File: src/rtl/apb_cmdq_pkg.sv
// Shared types for the APB command queue: command/response records and FSM states.
package apb_cmdq_pkg;

    localparam int ADDR_W = 32;
    localparam int DATA_W = 32;

    typedef struct packed {
        logic [ADDR_W-1:0] addr;
        logic              write;
        logic [DATA_W-1:0] wdata;
    } cmd_t;

    typedef struct packed {
        logic [DATA_W-1:0] data;
        logic              write;
    } rsp_t;

    typedef enum logic [1:0] {
        IDLE  = 2'd0,
        ISSUE = 2'd1,
        WAIT  = 2'd2
    } state_t;

endpackage

File: src/rtl/apb_cmdq_fifo.sv
// First-word-fall-through FIFO; head is visible on pop_data whenever not empty.
module apb_cmdq_fifo #(
    parameter int WIDTH = 8,
    parameter int DEPTH = 4
) (
    input  logic                     PCLK,
    input  logic                     PRESETn,
    input  logic                     push,
    input  logic [WIDTH-1:0]         push_data,
    input  logic                     pop,
    output logic [WIDTH-1:0]         pop_data,
    output logic                     full,
    output logic                     empty,
    output logic [$clog2(DEPTH):0]   level
);

    localparam int PTR_W = $clog2(DEPTH);
    localparam int LVL_W = PTR_W + 1;

    logic [WIDTH-1:0] mem_reg [DEPTH];
    logic [PTR_W-1:0] wr_ptr_reg;
    logic [PTR_W-1:0] rd_ptr_reg;
    logic [LVL_W-1:0] level_reg;
    logic             do_push;
    logic             do_pop;

    assign full    = (level_reg == LVL_W'(DEPTH));
    assign empty   = (level_reg == '0);
    assign level   = level_reg;
    assign do_push = push && !full;
    assign do_pop  = pop && !empty;

    // Empty reads return zero so downstream data outputs are clean after reset.
    assign pop_data = empty ? '0 : mem_reg[rd_ptr_reg];

    always_ff @(posedge PCLK) begin
        if (do_push) begin
            mem_reg[wr_ptr_reg] <= push_data;
        end
    end

    // Power-of-two depth lets the pointers wrap naturally.
    always_ff @(posedge PCLK or negedge PRESETn) begin
        if (!PRESETn) begin
            wr_ptr_reg <= '0;
            rd_ptr_reg <= '0;
            level_reg  <= '0;
        end else begin
            if (do_push) begin
                wr_ptr_reg <= wr_ptr_reg + PTR_W'(1);
            end
            if (do_pop) begin
                rd_ptr_reg <= rd_ptr_reg + PTR_W'(1);
            end
            level_reg <= level_reg + LVL_W'(do_push) - LVL_W'(do_pop);
        end
    end

endmodule

File: src/rtl/apb_cmd_queue.sv
// Queues APB commands, issues them one at a time to a master, and returns read data in order.
// Define APB_CMDQ_WRRESP_EN to also return a response for every completed write.
module apb_cmd_queue
    import apb_cmdq_pkg::*;
#(
    parameter int CMD_DEPTH = 4,
    parameter int RSP_DEPTH = 4
) (
    input  logic                       PCLK,
    input  logic                       PRESETn,
    input  logic                       cmd_valid,
    output logic                       cmd_ready,
    input  logic [ADDR_W-1:0]          cmd_addr,
    input  logic                       cmd_write,
    input  logic [DATA_W-1:0]          cmd_wdata,
    output logic                       rsp_valid,
    input  logic                       rsp_ready,
    output logic [DATA_W-1:0]          rsp_data,
    output logic                       rsp_write,
    output logic                       m_start,
    output logic [ADDR_W-1:0]          m_addr,
    output logic                       m_write,
    output logic [DATA_W-1:0]          m_wdata,
    input  logic [DATA_W-1:0]          m_rdata,
    input  logic                       m_done,
    output logic                       busy,
    output logic [$clog2(CMD_DEPTH):0] cmd_level
);

    localparam int CLVL_W = $clog2(CMD_DEPTH) + 1;

    state_t state_reg, state_next;
    cmd_t   m_cmd_reg, m_cmd_next;
    logic   cmd_ready_reg, cmd_ready_next;

    cmd_t   cmd_in, cmd_head;
    logic   cmd_push, cmd_pop, cmd_full, cmd_empty;
    rsp_t   rsp_in, rsp_head;
    logic   rsp_push, rsp_pop, rsp_full, rsp_empty;
    logic   head_ok;

    logic [$clog2(RSP_DEPTH):0] rsp_level_unused;
    logic                       unused_bits;

    assign cmd_in   = '{addr: cmd_addr, write: cmd_write, wdata: cmd_wdata};
    assign cmd_push = cmd_valid && cmd_ready_reg;
    assign cmd_pop  = (state_reg == WAIT) && m_done;

    // Ready reflects the occupancy after this edge, so a full FIFO is never overrun.
    assign cmd_ready_next = cmd_pop ||
        !(cmd_full || (cmd_push && cmd_level == CLVL_W'(CMD_DEPTH - 1)));

`ifdef APB_CMDQ_WRRESP_EN
    assign head_ok   = !rsp_full;
    assign rsp_push  = cmd_pop;
    assign rsp_write = rsp_head.write;
`else
    assign head_ok   = cmd_head.write || !rsp_full;
    assign rsp_push  = cmd_pop && !m_cmd_reg.write;
    assign rsp_write = 1'b0;
`endif

    always_comb begin
        rsp_in = '0;
`ifdef APB_CMDQ_WRRESP_EN
        if (m_cmd_reg.write) begin
            rsp_in.write = 1'b1;
        end else begin
            rsp_in.data = m_rdata;
        end
`else
        rsp_in.data = m_rdata;
`endif
    end

    assign rsp_valid   = !rsp_empty;
    assign rsp_pop     = rsp_valid && rsp_ready;
    assign rsp_data    = rsp_head.data;
    assign unused_bits = ^{rsp_level_unused, rsp_head.write};

    assign cmd_ready = cmd_ready_reg;
    assign m_addr    = m_cmd_reg.addr;
    assign m_write   = m_cmd_reg.write;
    assign m_wdata   = m_cmd_reg.wdata;

    apb_cmdq_fifo #(.WIDTH($bits(cmd_t)), .DEPTH(CMD_DEPTH)) u_cmd_fifo (
        .PCLK      (PCLK),
        .PRESETn   (PRESETn),
        .push      (cmd_push),
        .push_data (cmd_in),
        .pop       (cmd_pop),
        .pop_data  (cmd_head),
        .full      (cmd_full),
        .empty     (cmd_empty),
        .level     (cmd_level)
    );

    apb_cmdq_fifo #(.WIDTH($bits(rsp_t)), .DEPTH(RSP_DEPTH)) u_rsp_fifo (
        .PCLK      (PCLK),
        .PRESETn   (PRESETn),
        .push      (rsp_push),
        .push_data (rsp_in),
        .pop       (rsp_pop),
        .pop_data  (rsp_head),
        .full      (rsp_full),
        .empty     (rsp_empty),
        .level     (rsp_level_unused)
    );

    // Head stays in the FIFO until completion; the master sees a registered copy.
    always_comb begin
        state_next = state_reg;
        m_cmd_next = m_cmd_reg;
        m_start    = 1'b0;
        busy       = 1'b1;
        case (state_reg)
            IDLE: begin
                busy = 1'b0;
                if (!cmd_empty && head_ok) begin
                    state_next = ISSUE;
                    m_cmd_next = cmd_head;
                end
            end
            ISSUE: begin
                m_start    = 1'b1;
                state_next = WAIT;
            end
            WAIT: begin
                if (m_done) begin
                    state_next = IDLE;
                end
            end
            default: begin
                state_next = IDLE;
            end
        endcase
    end

    always_ff @(posedge PCLK or negedge PRESETn) begin
        if (!PRESETn) begin
            state_reg     <= IDLE;
            m_cmd_reg     <= '0;
            cmd_ready_reg <= 1'b1;
        end else begin
            state_reg     <= state_next;
            m_cmd_reg     <= m_cmd_next;
            cmd_ready_reg <= cmd_ready_next;
        end
    end

endmodule

File: config.mk
export PLATFORM = sky130hd
export DESIGN_NAME = apb_cmd_queue
export DESIGN_NICKNAME = d
export VERILOG_FILES = /design/src/rtl/apb_cmdq_pkg.sv /design/src/rtl/apb_cmdq_fifo.sv /design/src/rtl/apb_cmd_queue.sv
export SDC_FILE = /design/constraint.sdc
export NUM_CORES = 1
export LEC_CHECK = 0
export CORE_MARGIN = 3
export CORE_UTILIZATION = 60
export CTS_CLUSTER_SIZE = 20
export DETAILED_ROUTE_END_ITERATION = 10
export PLACE_DENSITY = 0.95
export SLEW_MARGIN = 5
export SYNTH_ARGS = -nofsm -noshare
export SYNTH_HDL_FRONTEND = slang
export SYNTH_HIERARCHICAL = 1
export SYNTH_SLANG_ARGS = --single-unit
File: constraint.sdc
create_clock -name PCLK -period 4.4 [get_ports PCLK]
set_clock_uncertainty 0.05 [all_clocks]
set_input_delay 0.88 -clock PCLK [delete_from_list [all_inputs] [get_ports PCLK]]
set_output_delay 0.88 -clock PCLK [all_outputs]
set_load 0.005 [all_outputs]
==> metrics, run 1 <==
largest net degree at the start of global routing 66; fin crit share 83.0%; post-layout min period 3650 ps; Post-DRT Antenna Nets 0; Avg WL per Cell 25.2 um; gr ovfl total 0; DRC viols 0; Final setup viols 0; Slew HR 29.0%; drt initial violations 889; hold buffer count at cts 0; Longest Clk Path Bufs 3; crit-path max FO 21; CP Capture Type primary output; Initial Util 61.2%; Cell Pwr Density 711 nW/um2; Synth Cell Area 18300 um2; hpwl dp 22800 um; Area Growth Syn to Fin 21.9%; Cells after Synth 845; overall power 15800 uW; CP startpoint kind register; pins over their slew limit 0; root buffer cell clkbuf_16; Worst Reg-to-Reg Cells 9; RePlAce Congestion 0.742; reg-to-reg startpoint u_rsp_fifo/level[0]; Clock Sinks 470; vias in the first global route 9584; Hold Crit Class primary input to asynchronous set/reset pin; clk_lat worst skew 530 ps; clock-pin slew on the worst setup and hold paths 60 ps; Hold Violations, Final 0; vias 8838; Ports 207; Crit Path Class register to primary output; Syn Nets 961; reg2reg end u_rsp_fifo/level[2]; max_cap viols 0; CTS resizes 0; fraction of layout cells with a size suffix above 1 23.9%; RSZ-0062 raised after global routing false; initial antenna violation count 3; Die X 181 um; Post-Route WL 37900 um; maximum VDD drop 0.500 mV; Post-CTS Setup Inserts 0; die height 181 um; port bufs 205; required time of the critical path 3470 ps; Fillers 1569; YS warnings 6; fin nets 1192; max FFs per register 260; GRT Overall Usage 23.5%; first-pass GRT wire length 58600 um; Avg Cell Area, Syn 21.7 um2; row count 63; outcome finished, final reports clean; CP Data Arrival Time 2720 ps; Core Area 29900 um2; DR vias/cell 5.87; TritonCTS clock tree yes; Least-Margin Pin Slew 1060 ps; Pleak 0.00782 uW; die footprint 32600 um2; H-tree depth 2; Reg2Reg Setup Slack 1280 ps; Num CTS Buffers 45; Fmax 274 MHz; drt pass-1 iters 7; setup_tns 0 ps
[power by group]
group | total (uW) | internal [uW] | switching, uW
Sequential | 6440 | 5860 | 577
Clock | 3980 | 2420 | 1570
Combinational | 5430 | 3200 | 2220
Total | 15800 | 11500 | 4370
[worst max-delay path, stage by stage, from the launching register on]
cell,delay (ps)
dfrtp_1,740
buf_4,420
mux4_2,370
nor2b_1,160
clkdlybuf4s50_1,500
[placed cells by master, fill, tap and decap left out, types with 3 or more instances in the layout]
cell             count
clkbuf_1             9
clkinv_1             5
mux2_4              39
buf_12               5
clkbuf_16           47
and2b_1              4
clkbuf_8             3
xor2_1               3
and2_4               4
nor2_1               3
edfxtp_1           388
ha_1                12
clkinv_2            11
mux4_2              95
nor2b_1             32
inv_1               17
mux2_2              27
bufinv_16            7
buf_4               16
dfrtp_1             78
and2_1              71
xnor2_1              7
clkdlybuf4s50_1    204
[metal layers]
layer / share of wire, % / wire (um) / vias to the layer above / track usage (%)
li1: - / - / 3777 / -
met1: 37 / 14200 / 4548 / 31.2
met2: 52 / 19700 / 438 / 40.0
met3: 7.9 / 3010 / 71 / 5.21
met4: 2.5 / 935 / 4 / 6.42
met5: 0.058 / 22 / - / 0
[worst max-delay path by stage]
stage,start,end,slack [ps],depth (start not counted)
detailed placement,m_done,u_rsp_fifo/level[2],970,11
CTS,u_rsp_fifo/rd_ptr_reg[1],rsp_data[21],670,4
finish,u_rsp_fifo/rd_ptr_reg[1],rsp_data[21],750,4
floorplan,cmd_valid,u_cmd_fifo/mem_reg[0][0],1040,3
global placement,m_done,u_rsp_fifo/level[2],1030,11
global route,u_rsp_fifo/level[0],rsp_data[4],630,4
[layout make-up]
class                   count  area [um2]  share of cell area [%]
inverters                  17        63.8                   0.286
repair buffers            225        2260                    10.1
flip-flops and latches    470       13700                    61.5
diodes                      2        5.00                  0.0224
clock buffers              59        1250                    5.61
well taps                 390         488                    2.19
clock inverters            25         300                    1.35
multi-input cells         317        4210                    18.9
[stage by stage]
stage          setup WS [ps]  hold slack [ps]  cells  utilization [%]  area, um2
3_3_place_gp            1030              442   1419             69.4      20700
6_report                 747              372   1505             74.6      22300
3_5_place_dp             969              442   1419             69.4      20700
2_1_floorplan           1040              454    845                -      18300
5_1_grt                  629              433   1504             74.6      22300
4_1_cts                  674              439   1503             74.6      22300
Power figures use the tool's default switching activity.
==> run 2: changes to the inputs <==
- CORE_UTILIZATION: 60 -> 56
- PLACE_DENSITY: 0.95 -> 0.9
- clock period: 4.4 -> 3.41 ns (I/O delays scaled with it)
==> run 2 against run 1 <==
Against the previous run: power increased by 27%; highest routed layer unchanged; largest cell class unchanged; die area increased by 6.9%; critical path type unchanged; design area increased by 0.52%; combinational power increased by 32%; register-to-register slack got worse by 590 ps; critical endpoint is now rsp_data[27]; cell count increased by 3.6%.
==> metrics, run 2 (synthesis results as in run 1) <==
Reg2Reg Setup Slack 690 ps (-590 ps); DR vias/cell 5.60 (-4.6%); reg2reg end u_cmd_fifo/level[2]; fin crit share 94.8%; Post-Place Worst Slack 403 ps (-566 ps); hpwl dp 22500 um (-1.3%); largest net degree at the start of global routing 67 (+1.5%); Avg WL per Cell 23.2 um (-7.9%); GRT Overall Usage 20.9% (-2.6 points); Final setup viols 0 (unchanged); critical-path cell list buf_12 > mux4_2 > nor2b_1 > clkdlybuf4s50_1; post-layout min period 3230 ps; Clock Sinks 470 (unchanged); clock power share 23.7% (-1.4 points); die footprint 34900 um2 (+6.9%); Post-Route WL 36100 um (-4.6%); antenna cells 0 (-2); Cell Pwr Density 896 nW/um2 (+26%); root buffer cell clkbuf_16; Flop pwr share 40.5% (about the same); switch share 27.4% (-0.19 points); TritonCTS clock tree yes; CP Data Arrival Time 2500 ps (-220 ps); die height 187 um (+3.4%); drt initial violations 672 (-24%); max_cap viols 0 (unchanged); CP Capture Type primary output; RePlAce Congestion 0.728 (-1.8%); slowest CP cell dfrtp_1; net switching power of the design 5490 uW (+26%); fin nets 1203 (+0.92%); Fmax 309 MHz; vias 8733 (-1.2%); clk_lat worst skew 530 ps (about the same); maximum VDD drop 0.631 mV (+26%); Worst path max stage delay 770 ps (+30 ps); setup slack after layout 178 ps (-569 ps); Worst Reg-to-Reg Cells 9 (unchanged); Hold Violations, Final 0 (unchanged); fraction of layout cells with a size suffix above 1 24.4% (+0.48 points); Ports 207 (unchanged); cell internal pwr 14600 uW (+27%); Area Growth Syn to Fin 22.5%; CTS resizes 0 (unchanged); clock-pin slew on the worst setup and hold paths 60 ps (about the same); Pleak 0.00785 uW (+0.41%); Initial Util 57.4% (-3.9 points); crit-path max FO 20 (-4.8%); gr ovfl total 0 (unchanged); post-layout util 70.3% (-4.3 points); DP Area 21000 um2 (+1.1%); Num CTS Buffers 46 (+2.2%); Die X 187 um (+3.4%); Slew HR 32.7% (+3.7 points); reg-to-reg startpoint u_cmd_fifo/level[1]; initial antenna violation count 5 (+2); max FFs per register 260 (unchanged); pins over their slew limit 0 (unchanged); Gate power share 35.7% (+1.5 points); row count 65 (+3.2%); Post-CTS Setup Inserts 0 (unchanged); Multi-input gate area 4210 um2 (unchanged); Fillers 1923 (+23%); required time of the critical path 2680 ps (-790 ps); first-pass GRT wire length 56000 um (-4.4%); Core Area 31900 um2 (+6.7%); DRC viols 0 (unchanged); Longest Clk Path Bufs 3 (unchanged); Post-DRT Antenna Nets 0 (unchanged); vias in the first global route 9567 (-0.18%); Reg area 13700 um2 (unchanged); port bufs 205 (unchanged); H-tree depth 2 (unchanged); CP startpoint kind register; post-route cell area 22400 um2 (+0.52%); most frequent cells in the layout edfxtp_1 (388), clkdlybuf4s50_1 (204), mux4_2 (95), dfrtp_1 (78), and2_1 (71); setup_tns 0 ps (unchanged); drt pass-1 iters 5 (-2); outcome finished, final reports clean; Hold Crit Class primary input to asynchronous set/reset pin; Least-Margin Pin Slew 1010 ps (-52.1 ps); commonest non-fill, non-tap cell in the layout edfxtp_1; hold buffer count at cts 0 (unchanged); RSZ-0062 raised after global routing false; Crit Path Class register to primary output
==> run 2: changes by cell type in the layout (fill, tap and decap cells not counted) <==
cell,previous run,this run
clkinv_4,0,1
buf_4,16,18
bufinv_16,7,1
diode_2,2,0
buf_12,5,13
clkbuf_8,3,7
clkinv_1,5,2
clkbuf_1,9,15
clkinv_2,11,10
==> run 2: layer usage <==
layer,wire length [um],GRT usage [%],vias up
li1,-,-,3801
met1,14100,27.0,4536
met2,18600,36.2,316
met3,2610,5.30,70
met4,699,4.91,10
met5,69,0,-
==> run 2: how the worst max path moves through the flow <==
| stage | start | to | depth (start not counted) |
|---|---|---|---|
| floorplan | cmd_valid | u_cmd_fifo/mem_reg[0][0] | 3 |
| global placement | m_done | u_rsp_fifo/level[2] | 11 |
| detailed placement | m_done | u_rsp_fifo/level[2] | 11 |
| CTS | u_rsp_fifo/rd_ptr_reg[1] | rsp_data[27] | 4 |
| global route | u_rsp_fifo/rd_ptr_reg[1] | rsp_data[27] | 4 |
| finish | u_rsp_fifo/rd_ptr_reg[1] | rsp_data[27] | 4 |
==> run 2: area by class of cell <==
cell class,instances,share of cell area (%)
clock buffers,69,5.93
clock inverters,16,0.502
inverters,17,0.285
multi-input cells,317,18.8
flip-flops and latches,470,61.2
well taps,435,2.43
repair buffers,235,10.9
==> run 2: power groups by stage <==
stage	Sequential [uW]	Combinational, uW	Clock [uW]
5_1_grt	8240	7710	5130
3_5_place_dp	8240	7240	0
3_3_place_gp	8140	7010	0
4_1_cts	8150	7310	4880
6_report	8140	7180	4760
2_1_floorplan	8080	4610	0
==> run 2: metrics by stage <==
stage | std cells | hold slack (ps) | total power [uW]
after floorplan | 845 | 336 | 12700
after global placement | 1474 | 439 | 15200
after detailed placement | 1474 | 444 | 15500
after CTS | 1559 | 93.6 | 20300
after global routing | 1559 | 105 | 21100
final | 1559 | 80.7 | 20100
==> run 2: worst max-delay path, delay by kind of cell (launching register included) <==
kind | cells | cell delay, ps
buf+inv | 2 | 720
mux | 1 | 320
flops | 1 | 770
simple gates | 1 | 160
